**config.mk**
```make
export PLATFORM = sky130hd
export DESIGN_NAME = des_decrypt_core
export DESIGN_NICKNAME = d
export VERILOG_FILES = /design/src/rtl/des_decrypt_core.sv
export SDC_FILE = /design/constraint.sdc
export NUM_CORES = 1
export LEC_CHECK = 0
export ABC_AREA = 1
export BUFFER_PORTS_ARGS = -buffer_cell sky130_fd_sc_hd__buf_2
export CORE_UTILIZATION = 35
export DETAILED_ROUTE_END_ITERATION = 8
export GPL_TIMING_DRIVEN = 0
export PLACE_DENSITY = 0.76
export SYNTH_ARGS = -nofsm -noshare
export SYNTH_HDL_FRONTEND = slang
export SYNTH_SLANG_ARGS = --single-unit
```
**constraint.sdc**
```tcl
create_clock -name clk -period 1.9 [get_ports clk]
set_input_delay 0.285 -clock clk [delete_from_list [all_inputs] [get_ports clk]]
set_output_delay 0.285 -clock clk [all_outputs]
set_load 0.1 [all_outputs]
```
**src/rtl/des_decrypt_core.sv**
```systemverilog
// Iterative DES core that decrypts one 64-bit block with one Feistel round per clock.
// Defining DES_ENCRYPT_EN adds an 'encrypt' port that selects forward DES at accept.
module des_decrypt_core (
   input  logic        clk,
   input  logic        rst,
   input  logic        in_valid,
   output logic        in_ready,
   input  logic [63:0] in_data,
   input  logic [63:0] in_key,
`ifdef DES_ENCRYPT_EN
   input  logic        encrypt,
`endif
   output logic        out_valid,
   input  logic        out_ready,
   output logic [63:0] out_data,
   output logic        busy
);

   localparam int unsigned OFF_IP  = 0;
   localparam int unsigned OFF_FP  = 64;
   localparam int unsigned OFF_E   = 128;
   localparam int unsigned OFF_P   = 176;
   localparam int unsigned OFF_PC1 = 208;
   localparam int unsigned OFF_PC2 = 264;
   localparam int unsigned PT_LEN  = 312;

   // Permutation tables, 1-based DES bit numbers (bit 1 = MSB of the source word).
   localparam logic [6:0] PT [PT_LEN] = '{
      // IP
      58, 50, 42, 34, 26, 18, 10,  2, 60, 52, 44, 36, 28, 20, 12,  4,
      62, 54, 46, 38, 30, 22, 14,  6, 64, 56, 48, 40, 32, 24, 16,  8,
      57, 49, 41, 33, 25, 17,  9,  1, 59, 51, 43, 35, 27, 19, 11,  3,
      61, 53, 45, 37, 29, 21, 13,  5, 63, 55, 47, 39, 31, 23, 15,  7,
      // FP
      40,  8, 48, 16, 56, 24, 64, 32, 39,  7, 47, 15, 55, 23, 63, 31,
      38,  6, 46, 14, 54, 22, 62, 30, 37,  5, 45, 13, 53, 21, 61, 29,
      36,  4, 44, 12, 52, 20, 60, 28, 35,  3, 43, 11, 51, 19, 59, 27,
      34,  2, 42, 10, 50, 18, 58, 26, 33,  1, 41,  9, 49, 17, 57, 25,
      // E
      32,  1,  2,  3,  4,  5,  4,  5,  6,  7,  8,  9,  8,  9, 10, 11,
      12, 13, 12, 13, 14, 15, 16, 17, 16, 17, 18, 19, 20, 21, 20, 21,
      22, 23, 24, 25, 24, 25, 26, 27, 28, 29, 28, 29, 30, 31, 32,  1,
      // P
      16,  7, 20, 21, 29, 12, 28, 17,  1, 15, 23, 26,  5, 18, 31, 10,
       2,  8, 24, 14, 32, 27,  3,  9, 19, 13, 30,  6, 22, 11,  4, 25,
      // PC-1
      57, 49, 41, 33, 25, 17,  9,  1, 58, 50, 42, 34, 26, 18, 10,  2,
      59, 51, 43, 35, 27, 19, 11,  3, 60, 52, 44, 36, 63, 55, 47, 39,
      31, 23, 15,  7, 62, 54, 46, 38, 30, 22, 14,  6, 61, 53, 45, 37,
      29, 21, 13,  5, 28, 20, 12,  4,
      // PC-2
      14, 17, 11, 24,  1,  5,  3, 28, 15,  6, 21, 10, 23, 19, 12,  4,
      26,  8, 16,  7, 27, 20, 13,  2, 41, 52, 31, 37, 47, 55, 30, 40,
      51, 45, 33, 48, 44, 49, 39, 56, 34, 53, 46, 42, 50, 36, 29, 32
   };

   // sb1..sb8 packed as {box, row, column}.
   localparam logic [3:0] SB [512] = '{
      14, 4,13, 1, 2,15,11, 8, 3,10, 6,12, 5, 9, 0, 7,  0,15, 7, 4,14, 2,13, 1,10, 6,12,11, 9, 5, 3, 8,
       4, 1,14, 8,13, 6, 2,11,15,12, 9, 7, 3,10, 5, 0, 15,12, 8, 2, 4, 9, 1, 7, 5,11, 3,14,10, 0, 6,13,
      15, 1, 8,14, 6,11, 3, 4, 9, 7, 2,13,12, 0, 5,10,  3,13, 4, 7,15, 2, 8,14,12, 0, 1,10, 6, 9,11, 5,
       0,14, 7,11,10, 4,13, 1, 5, 8,12, 6, 9, 3, 2,15, 13, 8,10, 1, 3,15, 4, 2,11, 6, 7,12, 0, 5,14, 9,
      10, 0, 9,14, 6, 3,15, 5, 1,13,12, 7,11, 4, 2, 8, 13, 7, 0, 9, 3, 4, 6,10, 2, 8, 5,14,12,11,15, 1,
      13, 6, 4, 9, 8,15, 3, 0,11, 1, 2,12, 5,10,14, 7,  1,10,13, 0, 6, 9, 8, 7, 4,15,14, 3,11, 5, 2,12,
       7,13,14, 3, 0, 6, 9,10, 1, 2, 8, 5,11,12, 4,15, 13, 8,11, 5, 6,15, 0, 3, 4, 7, 2,12, 1,10,14, 9,
      10, 6, 9, 0,12,11, 7,13,15, 1, 3,14, 5, 2, 8, 4,  3,15, 0, 6,10, 1,13, 8, 9, 4, 5,11,12, 7, 2,14,
       2,12, 4, 1, 7,10,11, 6, 8, 5, 3,15,13, 0,14, 9, 14,11, 2,12, 4, 7,13, 1, 5, 0,15,10, 3, 9, 8, 6,
       4, 2, 1,11,10,13, 7, 8,15, 9,12, 5, 6, 3, 0,14, 11, 8,12, 7, 1,14, 2,13, 6,15, 0, 9,10, 4, 5, 3,
      12, 1,10,15, 9, 2, 6, 8, 0,13, 3, 4,14, 7, 5,11, 10,15, 4, 2, 7,12, 9, 5, 6, 1,13,14, 0,11, 3, 8,
       9,14,15, 5, 2, 8,12, 3, 7, 0, 4,10, 1,13,11, 6,  4, 3, 2,12, 9, 5,15,10,11,14, 1, 7, 6, 0, 8,13,
       4,11, 2,14,15, 0, 8,13, 3,12, 9, 7, 5,10, 6, 1, 13, 0,11, 7, 4, 9, 1,10,14, 3, 5,12, 2,15, 8, 6,
       1, 4,11,13,12, 3, 7,14,10,15, 6, 8, 0, 5, 9, 2,  6,11,13, 8, 1, 4,10, 7, 9, 5, 0,15,14, 2, 3,12,
      13, 2, 8, 4, 6,15,11, 1,10, 9, 3,14, 5, 0,12, 7,  1,15,13, 8,10, 3, 7, 4,12, 5, 6,11, 0,14, 9, 2,
       7,11, 4, 1, 9,12,14, 2, 0, 6,10,13,15, 3, 5, 8,  2, 1,14, 7, 4,10, 8,13,15,12, 9, 0, 3, 5, 6,11
   };

   // Source is right-aligned in_w bits; result is right-aligned out_w bits.
   function automatic logic [63:0] perm(input logic [63:0] x, input int in_w,
                                        input int out_w, input int off);
      logic [63:0] y;
      y = '0;
      for (int i = 0; i < 64; i++)
         if (i < out_w)
            y[6'(out_w - 1 - i)] = x[6'(in_w - int'(PT[9'(off + i)]))];
      return y;
   endfunction

   function automatic logic [31:0] feistel(input logic [31:0] rin, input logic [47:0] k);
      logic [47:0] x;
      logic [31:0] s;
      x = 48'(perm({32'b0, rin}, 32, 48, OFF_E)) ^ k;
      s = '0;
      for (int i = 0; i < 8; i++) begin
         logic [5:0] g;
         g = x[6'(47 - 6 * i) -: 6];
         s[5'(31 - 4 * i) -: 4] = SB[{3'(i), g[5], g[0], g[4:1]}];
      end
      return 32'(perm({32'b0, s}, 32, 32, OFF_P));
   endfunction

   typedef enum logic [1:0] {IDLE, ROUND, DONE} state_t;

   state_t      state;
   logic        idle_q;
   logic [31:0] l, r;
   logic [27:0] c, d;
   logic [3:0]  rnd;
`ifdef DES_ENCRYPT_EN
   logic        enc;
`else
   localparam logic enc = 1'b0;
`endif

   logic [4:0]  sidx;
   logic        single;
   logic [27:0] c_rl, d_rl, c_rr, d_rr, c_nx, d_nx;
   logic [47:0] kr;
   logic [31:0] f_out;
   logic [63:0] ip_w;
   logic [55:0] pc1_w;

   assign in_ready = idle_q & ~rst;

   // Round key and rotation for the round held in rnd.
   always_comb begin
      sidx   = enc ? 5'({1'b0, rnd}) + 5'd1 : 5'd16 - {1'b0, rnd};
      single = (sidx == 5'd1) || (sidx == 5'd2) || (sidx == 5'd9) || (sidx == 5'd16);
      c_rl   = single ? {c[26:0], c[27]} : {c[25:0], c[27:26]};
      d_rl   = single ? {d[26:0], d[27]} : {d[25:0], d[27:26]};
      c_rr   = single ? {c[0], c[27:1]} : {c[1:0], c[27:2]};
      d_rr   = single ? {d[0], d[27:1]} : {d[1:0], d[27:2]};
      kr     = enc ? 48'(perm({8'b0, c_rl, d_rl}, 56, 48, OFF_PC2))
                   : 48'(perm({8'b0, c, d}, 56, 48, OFF_PC2));
      c_nx   = enc ? c_rl : c_rr;
      d_nx   = enc ? d_rl : d_rr;
      f_out  = feistel(r, kr);
      ip_w   = perm(in_data, 64, 64, OFF_IP);
      pc1_w  = 56'(perm(in_key, 64, 56, OFF_PC1));
   end

   always_ff @(posedge clk or posedge rst) begin
      if (rst) begin
         state     <= IDLE;
         idle_q    <= 1'b1;
         busy      <= 1'b0;
         out_valid <= 1'b0;
         out_data  <= '0;
         l         <= '0;
         r         <= '0;
         c         <= '0;
         d         <= '0;
         rnd       <= '0;
`ifdef DES_ENCRYPT_EN
         enc       <= 1'b0;
`endif
      end else begin
         case (state)
            IDLE: begin
               if (in_valid) begin
                  l      <= ip_w[63:32];
                  r      <= ip_w[31:0];
                  c      <= pc1_w[55:28];
                  d      <= pc1_w[27:0];
                  rnd    <= '0;
`ifdef DES_ENCRYPT_EN
                  enc    <= encrypt;
`endif
                  idle_q <= 1'b0;
                  busy   <= 1'b1;
                  state  <= ROUND;
               end
            end
            ROUND: begin
               l <= r;
               r <= l ^ f_out;
               c <= c_nx;
               d <= d_nx;
               if (rnd == 4'd15) begin
                  // Final round: swap halves into the inverse initial permutation.
                  out_data  <= perm({l ^ f_out, r}, 64, 64, OFF_FP);
                  out_valid <= 1'b1;
                  state     <= DONE;
               end else begin
                  rnd <= rnd + 4'd1;
               end
            end
            DONE: begin
               if (out_ready) begin
                  out_valid <= 1'b0;
                  busy      <= 1'b0;
                  idle_q    <= 1'b1;
                  state     <= IDLE;
               end
            end
            default: begin
               state  <= IDLE;
               idle_q <= 1'b1;
               busy   <= 1'b0;
            end
         endcase
      end
   end

endmodule

```
==> summary.md <==
| Metric | Value |
|---|---|
| Status | `finished, final reports clean` |
| RR Startpoint | `rnd[0]` |
| #FFs+latches synth | `50` |
| # Max-Cap Violations | `0` |
| Highest clock rate | `604 MHz` |
| Post-CTS resize count | `0` |
| Max Root-Sink Buffers | `2` |
| Area Overhead vs Synth | `24.2%` |
| HP Class | `in -> async` |
| Most common cell after layout, fill and taps aside | `nand2_1` |
| Crit path required time | `1.62 ns` |
| RSZ-0062 raised after global routing | `false` |
| Leak | `1.72 nW` |
| Sequential Power Share | `32.7%` |
| IO buf count | `38` |
| # setup viols final | `0` |
| Final period util | `87.2%` |
| Synth Cell Area | `2520 sq um` |
| CP Class | `reg -> out` |
| H-tree levels | `2` |
| Mean Syn Cell Area | `9.22 sq um` |
| Vias | `1,911` |
| Routability cong. | `0.740` |
| Core footprint | `6870 sq um` |
| Largest area contributor in the netlist | `dfrtp_1` |
| GR peak layer | `met2` |
| Clk root buf | `clkbuf_8` |
| Worst skew pair latency | `0.31 ns` |
| VDD IR-drop max | `0.358 mV` |
| CP Data Arrival Time | `1.37 ns` |
| DP Cell Count | `455` |
| Iteration-0 DRC Markers | `107` |
| Gr ovfl total | `0` |
| DRC violations left | `0` |
| Drt total wl | `4.98 mm` |
| Avg WL per Cell | `10.8 um` |
| Clock network power share | `13.3%` |
| Routed Antenna Nets | `0` |
| Clk sinks | `50` |
| Setup Skew | `0.00856 ns` |
| Most frequent cells in the layout | `nand2_1 (54), dfrtp_1 (49), buf_4 (48), conb_1 (48), buf_2 (43)` |
| Pre-Repair DR Iteration Count | `4` |
| Num rows | `30` |
| I/O pins | `199` |
| Sequential area share after synthesis | `49.8%` |
| Worst slew pin tran | `0.505 ns` |
| Slew HR | `66.3%` |
| Proportion of layout cells with a drive suffix above 1 | `36.0%` |
| First-pass GRT wire length | `7.98 mm` |
| Comb power frac | `54.0%` |
| Die Area | `7540 sq um` |
| Total track usage | `13.9%` |
| M2 GR Usage | `22.9%` |
| Non-Filler Instances | `463` |
| Clock Pin Slew Worst Setup and Hold Paths | `0.09 ns` |
| Final worst path period need | `1.66 ns` |
| DR vias/cell | `4.13` |
| Ant. Diodes | `0` |
| Net Sw Power | `2.63 mW` |
| CP startpoint kind | `flop` |
| CTS Hold Bufs | `0` |
| Crit end category | `output port` |
| Synth Instances | `273` |
| PD cells | `1590 nW/um^2` |
| Detail Placement HPWL | `3.78 mm` |
| Die H | `86.8 um` |
| Antenna violations before repair | `0` |
| Final Hold Fails | `0` |
| Final nets | `499` |
| P_int | `2.33 mW` |
| Switching Share | `53.0%` |
| Max FO, Critical Path | `2` |
| Initial Utilization | `36.6%` |
| Fillers | `694` |
| Setup bufs post-CTS | `0` |
| Yosys warns | `0` |
| Synth area leaders | `dfrtp_1 (49%), buf_4 (14%), nand2_1 (8.1%), inv_1 (4.6%), o21ai_2 (4.5%)` |
| Hold_ws | `0.0240 ns` |
| Grt met3 use | `4.95%` |
| Vias in the first global route | `1,737` |
| Synth unique cells | `24` |
| Pin count of the biggest net entering global routing | `29` |
| GR Util met1 | `16.6%` |
| Die width | `86.8 um` |
| CTS Buf Count | `5` |
| Top cell type's share of synthesized area | `48.7%` |
| Slew Viols, Final | `0` |
| CTS tree | `yes` |
| Critical path startpoint | `idle_q` |
synth_stat cells:
library cell and number:
buf_2 5, buf_4 48, buf_6 4, conb_1 1
dfrtp_1 49, dfstp_2 1, ha_1 1, inv_1 31
inv_2 2, inv_4 1, nand2_1 54, nand2_2 3
nand2_4 2, nand3_1 13, nand3_4 1, nand4_1 1
nor2_1 1, nor2_4 2, o21ai_0 15, o21ai_1 14
o21ai_2 13, o22ai_1 9, o31ai_1 1, or2_2 1
worst max-delay path, stage by stage (launching register included):
cell and delay, ns:
dfstp_2 0.54, inv_1 0.04, nor2_2 0.06, buf_2 0.42
sequential cells by signal (all words and copies together) (netlist names):
name and flops:
out_valid 1, rnd 4, idle_q 1, state 2, l 9, r 16, out_data 16, busy 1
stage by stage:
stage	utilization [%]	setup slack (ns)	power [mW]	TNS, ns	instance area, sq um
2_1_floorplan	-	0.294	3.88	0	2700
5_1_grt	45.5	0.193	5.27	0	3130
4_1_cts	45.5	0.229	4.99	0	3130
6_report	45.5	0.244	4.96	0	3130
3_5_place_dp	44.1	0.495	4.32	0	3030
3_3_place_gp	43.8	-0.186	4.23	-9.04	3010
cells by family after synthesis:
kind of cell	synth area share, %
buf+inv	22.3
other cells	0.149
compound gates	12.8
fa+ha+maj	0.497
flops	49.8
simple gates	14.5
cell type report:
| class | count | area, sq um | area share (%) |
|---|---|---|---|
| plain buffers | 57 | 430 | 13.8 |
| clock buffers | 6 | 82.6 | 2.64 |
| clock inverters | 2 | 17.5 | 0.560 |
| inverters | 34 | 130 | 4.16 |
| multi-input cells | 179 | 883 | 28.3 |
| flip-flops and latches | 50 | 1250 | 40.1 |
| well taps | 96 | 120 | 3.84 |
| repair buffers | 39 | 210 | 6.72 |
metal layers:
metal	wire [um]	share of wire (%)
met1	2130	43
met2	2410	48
met3	375	7.5
met4	63	1.3
met5	0	0
path summary, 6_finish.rpt:
| check | to | slack, ns | cells past startpoint |
|---|---|---|---|
| max | in_ready | 0.24 | 3 |
| min | out_valid | 0.02 | 2 |
| max reg2reg | out_data[15] | 0.49 | 7 |
| min reg2reg | idle_q | 0.47 | 2 |
| max in group asynchronous | r[14] | 1.37 | 3 |
| min in group clk | r[29] | 0.21 | 3 |
power by group through the flow:
stage,logic (mW),registers (mW),clock network (mW)
2_1_floorplan,1.52,2.36,0
3_3_place_gp,2.61,1.62,0
3_5_place_dp,2.68,1.64,0
4_1_cts,2.69,1.62,0.679
5_1_grt,2.87,1.67,0.727
6_report,2.68,1.62,0.659
Power figures use the tool's default switching activity.
